[src/rtl/mem_stage.sv]
// MINAv2 MEM stage: word load/store over a req/ack data bus, MEM/WB pipeline register,
// upstream stall while a transaction is outstanding, bus timeout and misalignment faults.
module mem_stage #(
  parameter int BUS_TIMEOUT = 16,
  parameter int TMO_W       = 8
) (
  input  logic        clk,
  input  logic        rst,
  input  logic        in_valid,
  input  logic [70:0] in_params,   // {rd_addr[4:0], rd_data[31:0], mem_op[1:0], mem_data[31:0]}
  output logic        stall,
  output logic        out_valid,
  output logic [36:0] out_params,  // {rd_addr[4:0], rd_data[31:0]}
  output logic        dbus_req,
  output logic        dbus_we,
  output logic [31:0] dbus_addr,
  output logic [31:0] dbus_wdata,
  output logic [3:0]  dbus_wstb,
  input  logic        dbus_ack,
  input  logic [31:0] dbus_rdata,
  output logic        misalign_fault,
  output logic        bus_fault
);

  localparam logic [1:0] OP_LOAD  = 2'b01;
  localparam logic [1:0] OP_STORE = 2'b10;

  typedef enum logic {IDLE, BUSY} state_t;

  state_t            state, state_nxt;
  logic [4:0]        in_rd_addr;
  logic [31:0]       in_rd_data;
  logic [1:0]        in_mem_op;
  logic [31:0]       in_mem_data;
  logic              is_mem, aligned, tmo_hit;
  logic [TMO_W-1:0]  tmo_cnt;
  logic [4:0]        rd_addr_p1;
  logic              vld_p1;
  logic [36:0]       wb_p1;

  assign in_rd_addr  = in_params[70:66];
  assign in_rd_data  = in_params[65:34];
  assign in_mem_op   = in_params[33:32];
  assign in_mem_data = in_params[31:0];

  // Reserved op 2'b11 falls through as a plain ALU passthrough.
  assign is_mem  = (in_mem_op == OP_LOAD) || (in_mem_op == OP_STORE);
  assign aligned = (in_rd_data[1:0] == 2'b00);
  assign tmo_hit = (BUS_TIMEOUT != 0) && (tmo_cnt == TMO_W'(BUS_TIMEOUT - 1)) && !dbus_ack;

  assign out_valid  = vld_p1;
  assign out_params = wb_p1;

  always_ff @(posedge clk or posedge rst) begin
    if (rst) state <= IDLE;
    else     state <= state_nxt;
  end

  always_comb begin
    state_nxt = state;
    stall     = 1'b0;
    case (state)
      IDLE: begin
        if (in_valid && is_mem && aligned) begin
          stall     = 1'b1;
          state_nxt = BUSY;
        end
      end
      BUSY: begin
        if (dbus_ack || tmo_hit) state_nxt = IDLE;
        else                     stall     = 1'b1;
      end
      default: state_nxt = IDLE;
    endcase
    // Upstream must not see a stall while the stage is held in reset.
    if (rst) stall = 1'b0;
  end

  // p1: MEM/WB register and the bus request registers
  always_ff @(posedge clk or posedge rst) begin
    if (rst) begin
      vld_p1         <= 1'b0;
      wb_p1          <= '0;
      rd_addr_p1     <= '0;
      dbus_req       <= 1'b0;
      dbus_we        <= 1'b0;
      dbus_addr      <= '0;
      dbus_wdata     <= '0;
      dbus_wstb      <= '0;
      misalign_fault <= 1'b0;
      bus_fault      <= 1'b0;
      tmo_cnt        <= '0;
    end else begin
      misalign_fault <= 1'b0;
      bus_fault      <= 1'b0;
      case (state)
        IDLE: begin
          if (!in_valid) begin
            vld_p1 <= 1'b0;
          end else if (!is_mem) begin
            vld_p1 <= 1'b1;
            wb_p1  <= {in_rd_addr, in_rd_data};
          end else if (!aligned) begin
            vld_p1         <= 1'b1;
            wb_p1          <= '0;
            misalign_fault <= 1'b1;
          end else begin
            vld_p1     <= 1'b0;
            rd_addr_p1 <= in_rd_addr;
            tmo_cnt    <= '0;
            dbus_req   <= 1'b1;
            dbus_addr  <= in_rd_data;
            dbus_we    <= (in_mem_op == OP_STORE);
            dbus_wdata <= (in_mem_op == OP_STORE) ? in_mem_data : 32'h0;
            dbus_wstb  <= (in_mem_op == OP_STORE) ? 4'b1111 : 4'b0000;
          end
        end
        BUSY: begin
          if (dbus_ack) begin
            vld_p1   <= 1'b1;
            wb_p1    <= dbus_we ? 37'h0 : {rd_addr_p1, dbus_rdata};
            dbus_req <= 1'b0;
          end else if (tmo_hit) begin
            vld_p1    <= 1'b1;
            wb_p1     <= '0;
            dbus_req  <= 1'b0;
            bus_fault <= 1'b1;
          end else begin
            vld_p1  <= 1'b0;
            tmo_cnt <= tmo_cnt + TMO_W'(1);
          end
        end
        default: vld_p1 <= 1'b0;
      endcase
    end
  end

endmodule

[config.mk]
export PLATFORM = sky130hd
export DESIGN_NAME = mem_stage
export DESIGN_NICKNAME = d
export VERILOG_FILES = /design/src/rtl/mem_stage.sv
export SDC_FILE = /design/constraint.sdc
export NUM_CORES = 1
export LEC_CHECK = 0
export CORE_AREA = 2 2 114 116
export CTS_CLUSTER_DIAMETER = 150
export CTS_CLUSTER_SIZE = 20
export DETAILED_ROUTE_END_ITERATION = 12
export DIE_AREA = 0 0 116 118
export PLACE_DENSITY = 0.87
export SLEW_MARGIN = 20
export SYNTH_ARGS = -nofsm -noshare
export SYNTH_HDL_FRONTEND = slang
export SYNTH_SLANG_ARGS = --single-unit
[constraint.sdc]
create_clock -name clk -period 4.5 [get_ports clk]
set_input_delay 0.45 -clock clk [delete_from_list [all_inputs] [get_ports clk]]
set_output_delay 0.45 -clock clk [all_outputs]
set_load 0.05 [all_outputs]
-- After elaboration in Yosys (flattened, before gate mapping)
Index checks and enable logic that the tools add are counted.
Widths: inputs -> output; s select.
- $add $sub $neg: 1
- equal/unequal tests: 10
- muxes and demuxes: 36
- bitwise gates (word level): 1
- reductions and logical operators: 11
- operator list (operator ; count):
    $mux 37 ; 6
    $pmux 37 s2 ; 1
    $mux 8 ; 5
    $mux 32 ; 1
    $mux 1 ; 18
    $pmux 8 s2 ; 1
    $ne 2x2->1 const B ; 5
    $add 8x1->8 const B ; 1
    $eq 8x4->1 const B ; 1
    $reduce_and 4->1 ; 2
    $pmux 1 s2 ; 3
    $reduce_and 5->1 ; 1
    $mux 4 ; 1
    $logic_and 1x1->1 ; 3
    $ne 3x2->1 const B ; 1
    $ne 3x3->1 const B ; 1
    $reduce_and 3->1 ; 1
    $eq 2x1->1 const B ; 1
    $eq 2x2->1 const B ; 1
    $logic_not 2->1 ; 1
    $logic_or 1x1->1 ; 2
    $logic_not 1->1 ; 1
    $not 1->1 ; 1
- register bits: 124
- input port bits: 107
- word-level logic and storage cells: 71

-- Depth between registers and ports, before layout
Gate-level depths: netlist (run 1).
- depth after elaboration: 7
- mapped depth: 9

-- Least setup slack after synthesis (run 1)
Ideal clock, no wire load.
- path kind: input port to output port
- start: in in_params[32]
- end: out stall
- data arrival time: 2.527 ns
- path slack: 1.523 ns
- stages on the path: 7
- buffers on the path: 2
- cells stage by stage: inv_1 ha_1 or3b_1 or3_1 buf_6 buf_2 a21oi_1
- cells in the longest elaborated chain, start to end: 7
- elaborated cells on any way between the ends: 8
- ends and longest elaborated chain (what ; line ; text):
    start: declaration ; 10 ; input logic [70:0] in_params,
    $eq 2x1->1 or $eq 2x2->1 (tied branches) ; 47 ; assign is_mem = (in_mem_op == OP_LOAD) || (in_mem_op == OP_STORE);
    $logic_or 1x1->1 * ; 47 ;
    $logic_and 1x1->1 * (2 in series) ; 64 ; if (in_valid && is_mem && aligned) begin
    $mux 1 * ; 64 ;
    $pmux 1 s2 * ; 62 ; case (state)
    $mux 1 * ; 76 ; if (rst) stall = 1'b0;
    end: declaration ; 11 ; output logic stall,
Every way passes the cells marked *; elsewhere a longest branch is shown, timed or not.

-- Worst setup path after layout (run 1)
Ends and elaborated chain as after synthesis.

==> results.toml, run 1 <==
[outcome]
outcome = "complete, no violations"

[die]
num_rows = 41
dieArea_mm2 = 0.0137
chipHeight_um = 118
ios = 218
die_w_um = 116
placeableCoreArea_mm2 = 0.0124
initial_core_util = 0.421

[cells_and_area]
final_cell_mix = "clkdlybuf4s50_1, dfrtp_1, nand2_1"
fin_nets = 730
num_antenna_cells = 0
syn2layout_area_growth_pct = 54.4
fillers = 926
layout-drive-gt1-share = 0.177
seqCellArea_mm2 = 0.00300
final_common_cell = "clkdlybuf4s50_1"
multi_input_area_mm2 = 0.00203

[worst_setup_path]
cp_slowest_cell = "clkdlybuf4s50_1"
reg2reg_depth = 5
required_ps = 4050
startpoint_type = "input port"
r2r-start = "state$_DFF_PP0_"
cp.depth = 7
cp.arrival_ps = 3250
cp.buffers_inverters = 3
critical_path.top_delay_family = "buffers and inverters"
path_cells = "clkdlybuf4s50_1, inv_1, ha_1, or3b_1, or3_4, a21oi_1, clkdlybuf4s50_1"
path_class = "in -> out"
cpMostUsedCell = "clkdlybuf4s50_1"
reg2reg_to = "tmo_cnt[4]$_DFFE_PP0P_"
r2r_setup_slack_ps = 1960
cpPeakStageDelay_ps = 830
cp-endpoint = "stall"
cp-startpoint = "in_params[32]"
cp-end-kind = "primary output"
crit_path_max_fanout = 27

[clock_network]
cts_max_path_buffers = 2
cts_made_buffers = 17
cts_hold_buf = 0
post-cts-setup-buffers = 0
h-tree-depth = 4
cts_tree = "yes"
root_buffer = "clkbuf_16"
cts_num_sinks = 120
clock_latency_ps = 410
clkTransAtPathRegs_ps = 50
cts.repair.resized = 0

[place]
dpl_worst_slack_ps = 769
place.gp.congestion = 0.761
numPortBuffers = 217
dp_hpwl_um = 9960

[synth]
synth_top_family_by_area = "multiplexers"
ys_ff_latch = 120
yosys_warnings = 0
synthDistinctLibCells = 32
synth_fa_ha_area_frac = 0.00479
synthSimpleGateAreaFrac = 0.0795
avgSynthCellArea_um2 = 12.7
synth_mux_area_frac = 0.187
synthCells = 412
syn_nets = 521
synth_compound_area_frac = 0.111
synth_area_mm2 = 0.00523
synth-xor-area-share = 0
ys_seq_area_frac = 0.574

[pwr]
powerDensity_mw_per_mm2 = 528
vdd_drop_max_v = 0.000234
leakagePower_nw = 3.65

[sta]
finalClockSkew_ps = 3.67
post-route-period-util = 0.822
setup-tns-final_ps = 0
rsz0062_at_grt = "no"
fmax_ghz = 0.270
finalSetupViolCount = 0
setup_slack_ps = 799
worst_pin_slew_ps = 1060
post-route-min-period_ps = 3700
finalHoldViolations = 0
final_max_slew_viol_count = 0
slew_headroom = 0.294

[route]
vias = 4016
wl_per_cell_um = 17.2
antenna_left = 0
routed_via_density = 4.99
drt-pass1-iter-count = 4
finalWirelength_um = 13800
drt_iter0_drc = 185
drc = 0

[global_routing]
grt_pass1_wl_um = 21900
antenna_found_initial = 0
grt_usage = 0.207
grt_max_degree = 84
first_global_vias = 4302
overflow = 0

[worst_hold_path]
min-delay-start = "dbus_wdata[27]$_DFFE_PP0P_"
holdPathStages = 2
hold_class = "reg -> reg"

[job]
cap_violations = 0
through the flow:
step           hold WS [ps]  cells  area (um2)   util  power, mW
2_1_floorplan           452    412        5230      -       2.37
6_report                474    805        8070  0.650       4.26
3_5_place_dp            469    774        7470  0.602       2.92
3_3_place_gp            460    774        7470  0.602       2.89
5_1_grt                 512    805        8070  0.650       4.42
4_1_cts                 481    805        8070  0.650       4.30
layer usage:
metal	track usage	routed length (um)	up-vias
met5	0	0	-
met4	0.0766	263	0
met3	0.0778	1240	21
met2	0.346	6830	167
met1	0.240	5470	1959
li1	-	-	1869
sequential cells by signal (all words and copies together) (netlist names):
register / flops
dbus_addr: 32
state: 1
out_params: 37
dbus_req: 1
misalign_fault: 1
dbus_wstb: 1
bus_fault: 1
rd_addr_p1: 5
tmo_cnt: 8
out_valid: 1
dbus_wdata: 32
cells in the mapped netlist:
library cell | n | share of area
dfrtp_1 | 120 | 0.57
nand2_1 | 71 | 0.051
a22o_1 | 37 | 0.062
mux2_2 | 37 | 0.080
mux2_4 | 36 | 0.10
o21ai_0 | 33 | 0.032
clkbuf_1 | 14 | 0.010
a21oi_1 | 7 | 0.0067
buf_6 | 6 | 0.013
buf_2 | 5 | 0.0048
buf_4 | 5 | 0.0072
a31oi_1 | 4 | 0.0048
inv_1 | 4 | 0.0029
nor2_1 | 4 | 0.0029
and3_1 | 3 | 0.0036
nand3_1 | 3 | 0.0029
or2b_1 | 3 | 0.0043
and2_1 | 2 | 0.0024
buf_8 | 2 | 0.0057
ha_1 | 2 | 0.0048
mux2i_1 | 2 | 0.0038
nand4_1 | 2 | 0.0024
a21o_1 | 1 | 0.0014
a41oi_1 | 1 | 0.0017
nand2b_1 | 1 | 0.0012
nor2b_1 | 1 | 0.0012
nor3b_2 | 1 | 0.0024
nor4_2 | 1 | 0.0024
o21ai_1 | 1 | 0.00096
o311ai_0 | 1 | 0.0017
or3_1 | 1 | 0.0012
or3b_1 | 1 | 0.0017
cell type report:
cell class | instances | share of cell area
Clock buffer | 23 | 0.0592
Clock inverter | 8 | 0.0149
Inverter | 4 | 0.00217
Multi-Input combinational cell | 256 | 0.251
Sequential cell | 120 | 0.372
Tap cell | 172 | 0.0267
Timing Repair Buffer | 222 | 0.274
worst reg2reg max path: cells and delay by family, from the launching register on:
kind | cells | cell delay [ps]
AO/OA/AOI/OAI | 1 | 260
flip-flops | 1 | 500
AND/OR/NAND/NOR | 3 | 970
buffers and inverters | 1 | 730
worst min path at each step:
stage | to | slack (ps)
CTS | dbus_wdata[12]$_DFFE_PP0P_ | 480
finish | dbus_wdata[27]$_DFFE_PP0P_ | 470
global placement | dbus_wdata[12]$_DFFE_PP0P_ | 460
global route | dbus_wdata[12]$_DFFE_PP0P_ | 510
detailed placement | dbus_wdata[27]$_DFFE_PP0P_ | 470
floorplan | tmo_cnt[3]$_DFFE_PP0P_ | 450
where the power goes:
part / total, mW / leakage [nW] / switching [mW] / internal, mW
clock network: 1.36 / 0.289 / 0.452 / 0.908
logic: 1.51 / 1.81 / 0.910 / 0.596
registers: 1.39 / 1.55 / 0.119 / 1.28
total: 4.26 / 3.65 / 1.48 / 2.78
kinds of logic after synthesis:
group	Yosys count
flops	120
simple gates	94
compound gates	85
mux	75
buf+inv	36
fa+ha+maj	2
No activity file was read; power rests on OpenSTA's default activity.
==> run 2: changes to the inputs <==
CORE_AREA = 2 2 119 121   (was 2 2 114 116)
DIE_AREA = 0 0 121 123   (was 0 0 116 118)
PLACE_DENSITY = 0.84   (was 0.87)
clock period = 3.3 ns   (was 4.5 ns; I/O delays follow)
==> run 2 against run 1 <==
Effect of this change: register-to-register slack lost 1100 ps; worst hold slack lost 18 ps; first-iteration DRC count grew 1.1%; sequential share of layout area shrank 0.83 points; sequential power grew 37%; non-clock buffer count is the same; critical path type unchanged; largest cell class unchanged; largest power group is now clock.
==> results.toml, run 2 (synthesis gave the netlist of run 1 again) <==
[route]
finalWirelength_um = 13900
antenna_left = 0
drt-pass1-iter-count = 4
drc = 0
drt_iter0_drc = 187
routed_via_density = 4.96
wl_per_cell_um = 17.1
vias = 4035

[cells_and_area]
fin_nets = 730
final_cell_mix = "clkdlybuf4s50_1, dfrtp_1, nand2_1"
layout-drive-gt1-share = 0.186
final_common_cell = "clkdlybuf4s50_1"
num_antenna_cells = 0
largest_register_ffs = 37
syn2layout_area_growth_pct = 57.9

[global_routing]
first_global_vias = 4208
overflow = 0
grt_pass1_wl_um = 21500
antenna_found_initial = 0
grt_max_degree = 94
grt_usage = 0.188

[pwr]
switching_share = 0.339
power.internal_mw = 4.06
p_switching_mw = 2.08
seqPwrFrac = 0.312
p_clk_frac = 0.352
powerDensity_mw_per_mm2 = 743
leakagePower_nw = 3.72
pwr-share-comb = 0.336
vdd_drop_max_v = 0.000335

[clock_network]
clkTransAtPathRegs_ps = 50
root_buffer = "clkbuf_16"
cts.repair.resized = 0
cts_num_sinks = 120
cts_hold_buf = 0
post-cts-setup-buffers = 0
clock_latency_ps = 400
cts_made_buffers = 17
cts_max_path_buffers = 2
cts_tree = "yes"
h-tree-depth = 4

[sta]
setup_slack_ps = 485
fmax_ghz = 0.355
finalClockSkew_ps = 3.99
final_max_slew_viol_count = 0
finalHoldViolations = 0
setup-tns-final_ps = 0
rsz0062_at_grt = "no"
post-route-min-period_ps = 2820
finalSetupViolCount = 0
post-route-period-util = 0.853
worst_pin_slew_ps = 1050
slew_headroom = 0.298

[worst_setup_path]
cp_slowest_cell = "or3_4"
required_ps = 2970
cp.arrival_ps = 2490
crit_path_max_fanout = 17
cpPeakStageDelay_ps = 510
startpoint_type = "input port"
path_class = "in -> out"
path_cells = "clkdlybuf4s50_1, inv_1, ha_2, or3b_1, or3_4, a21oi_1, buf_12"
cp-end-kind = "primary output"

[place]
place.gp.congestion = 0.771
dp_hpwl_um = 9750
dpl_worst_slack_ps = 439
numPortBuffers = 217

[die]
chipHeight_um = 123
num_rows = 43
ios = 218
die_w_um = 121
placeableCoreArea_mm2 = 0.0136
dieArea_mm2 = 0.0149
initial_core_util = 0.384

[worst_hold_path]
hold_class = "in -> async"

[outcome]
outcome = "complete, no violations"

[job]
cap_violations = 0
==> run 2: cell count changes in the layout (fill, tap and decap cells not counted), sizes merged <==
cell,before,now
clkdlybuf4s50,217,216
bufinv,3,7
clkbuf,23,17
buf,5,6
inv,4,3
clkinv,3,7
==> run 2: power by group through the flow <==
| stage | Sequential (mW) | Combinational [mW] | Clock [mW] |
|---|---|---|---|
| finish | 1.91 | 2.06 | 2.16 |
| global route | 1.94 | 2.15 | 2.28 |
| CTS | 1.91 | 2.08 | 2.21 |
| detailed placement | 1.93 | 2.07 | 0 |
| global placement | 1.91 | 2.03 | 0 |
| floorplan | 2.73 | 0.498 | 0 |
==> run 2: final cells by class <==
cell class / instances / area [um2]
well taps: 180 / 225
fillers: 1039 / 5360
flip-flops and latches: 120 / 3000
inverters: 4 / 18.8
clock buffers: 17 / 425
multi-input cells: 256 / 2030
clock inverters: 15 / 275
repair buffers: 222 / 2280
==> run 2: path summary, 6_finish.rpt <==
kind / from / endpoint / slack, ps / depth (start not counted)
setup / recovery: in_params[32] / stall / 480 / 7
hold / removal: rst / dbus_wstb[2]$_DFFE_PP0P_ / 460 / 2
setup reg to reg: tmo_cnt[0]$_DFFE_PP0P_ / out_params[22]$_DFFE_PP0P_ / 830 / 6
hold reg to reg: dbus_wdata[24]$_DFFE_PP0P_ / dbus_wdata[24]$_DFFE_PP0P_ / 480 / 2
max in group asynchronous: rst / out_params[20]$_DFFE_PP0P_ / 2150 / 3
min in group clk: in_params[18] / dbus_wdata[18]$_DFFE_PP0P_ / 480 / 3
==> run 2: worst max-delay path: cells and delay by family <==
family	cells	cell delay, ps
buffers and inverters	3	690
adders and majority gates	1	280
AOI/OAI and AO/OA	1	290
and+or+nand+nor	2	890
==> run 2: through the flow <==
| stage | area, um2 | power (mW) | hold WS, ps | util | std cells |
|---|---|---|---|---|---|
| after floorplan | 5230 | 3.23 | 452 | - | 412 |
| after global placement | 7520 | 3.95 | 466 | 0.553 | 781 |
| after detailed placement | 7550 | 4.00 | 471 | 0.555 | 782 |
| after CTS | 8250 | 6.20 | 456 | 0.606 | 814 |
| after global routing | 8250 | 6.37 | 481 | 0.606 | 814 |
| final | 8250 | 6.14 | 456 | 0.606 | 814 |
==> run 2: metal layers <==
metal,vias up,part of all wire,GRT usage
met5,-,0,0
met4,0,0.018,0.0836
met1,1983,0.43,0.224
met3,19,0.059,0.0447
met2,153,0.50,0.324
li1,1880,-,-
==> run 3: changes to the inputs <==
GPL_ROUTABILITY_DRIVEN = 0   (was default)
==> results of run 3 <==
Same layout as run 2: the final DEF is identical, and so are final timing and power.
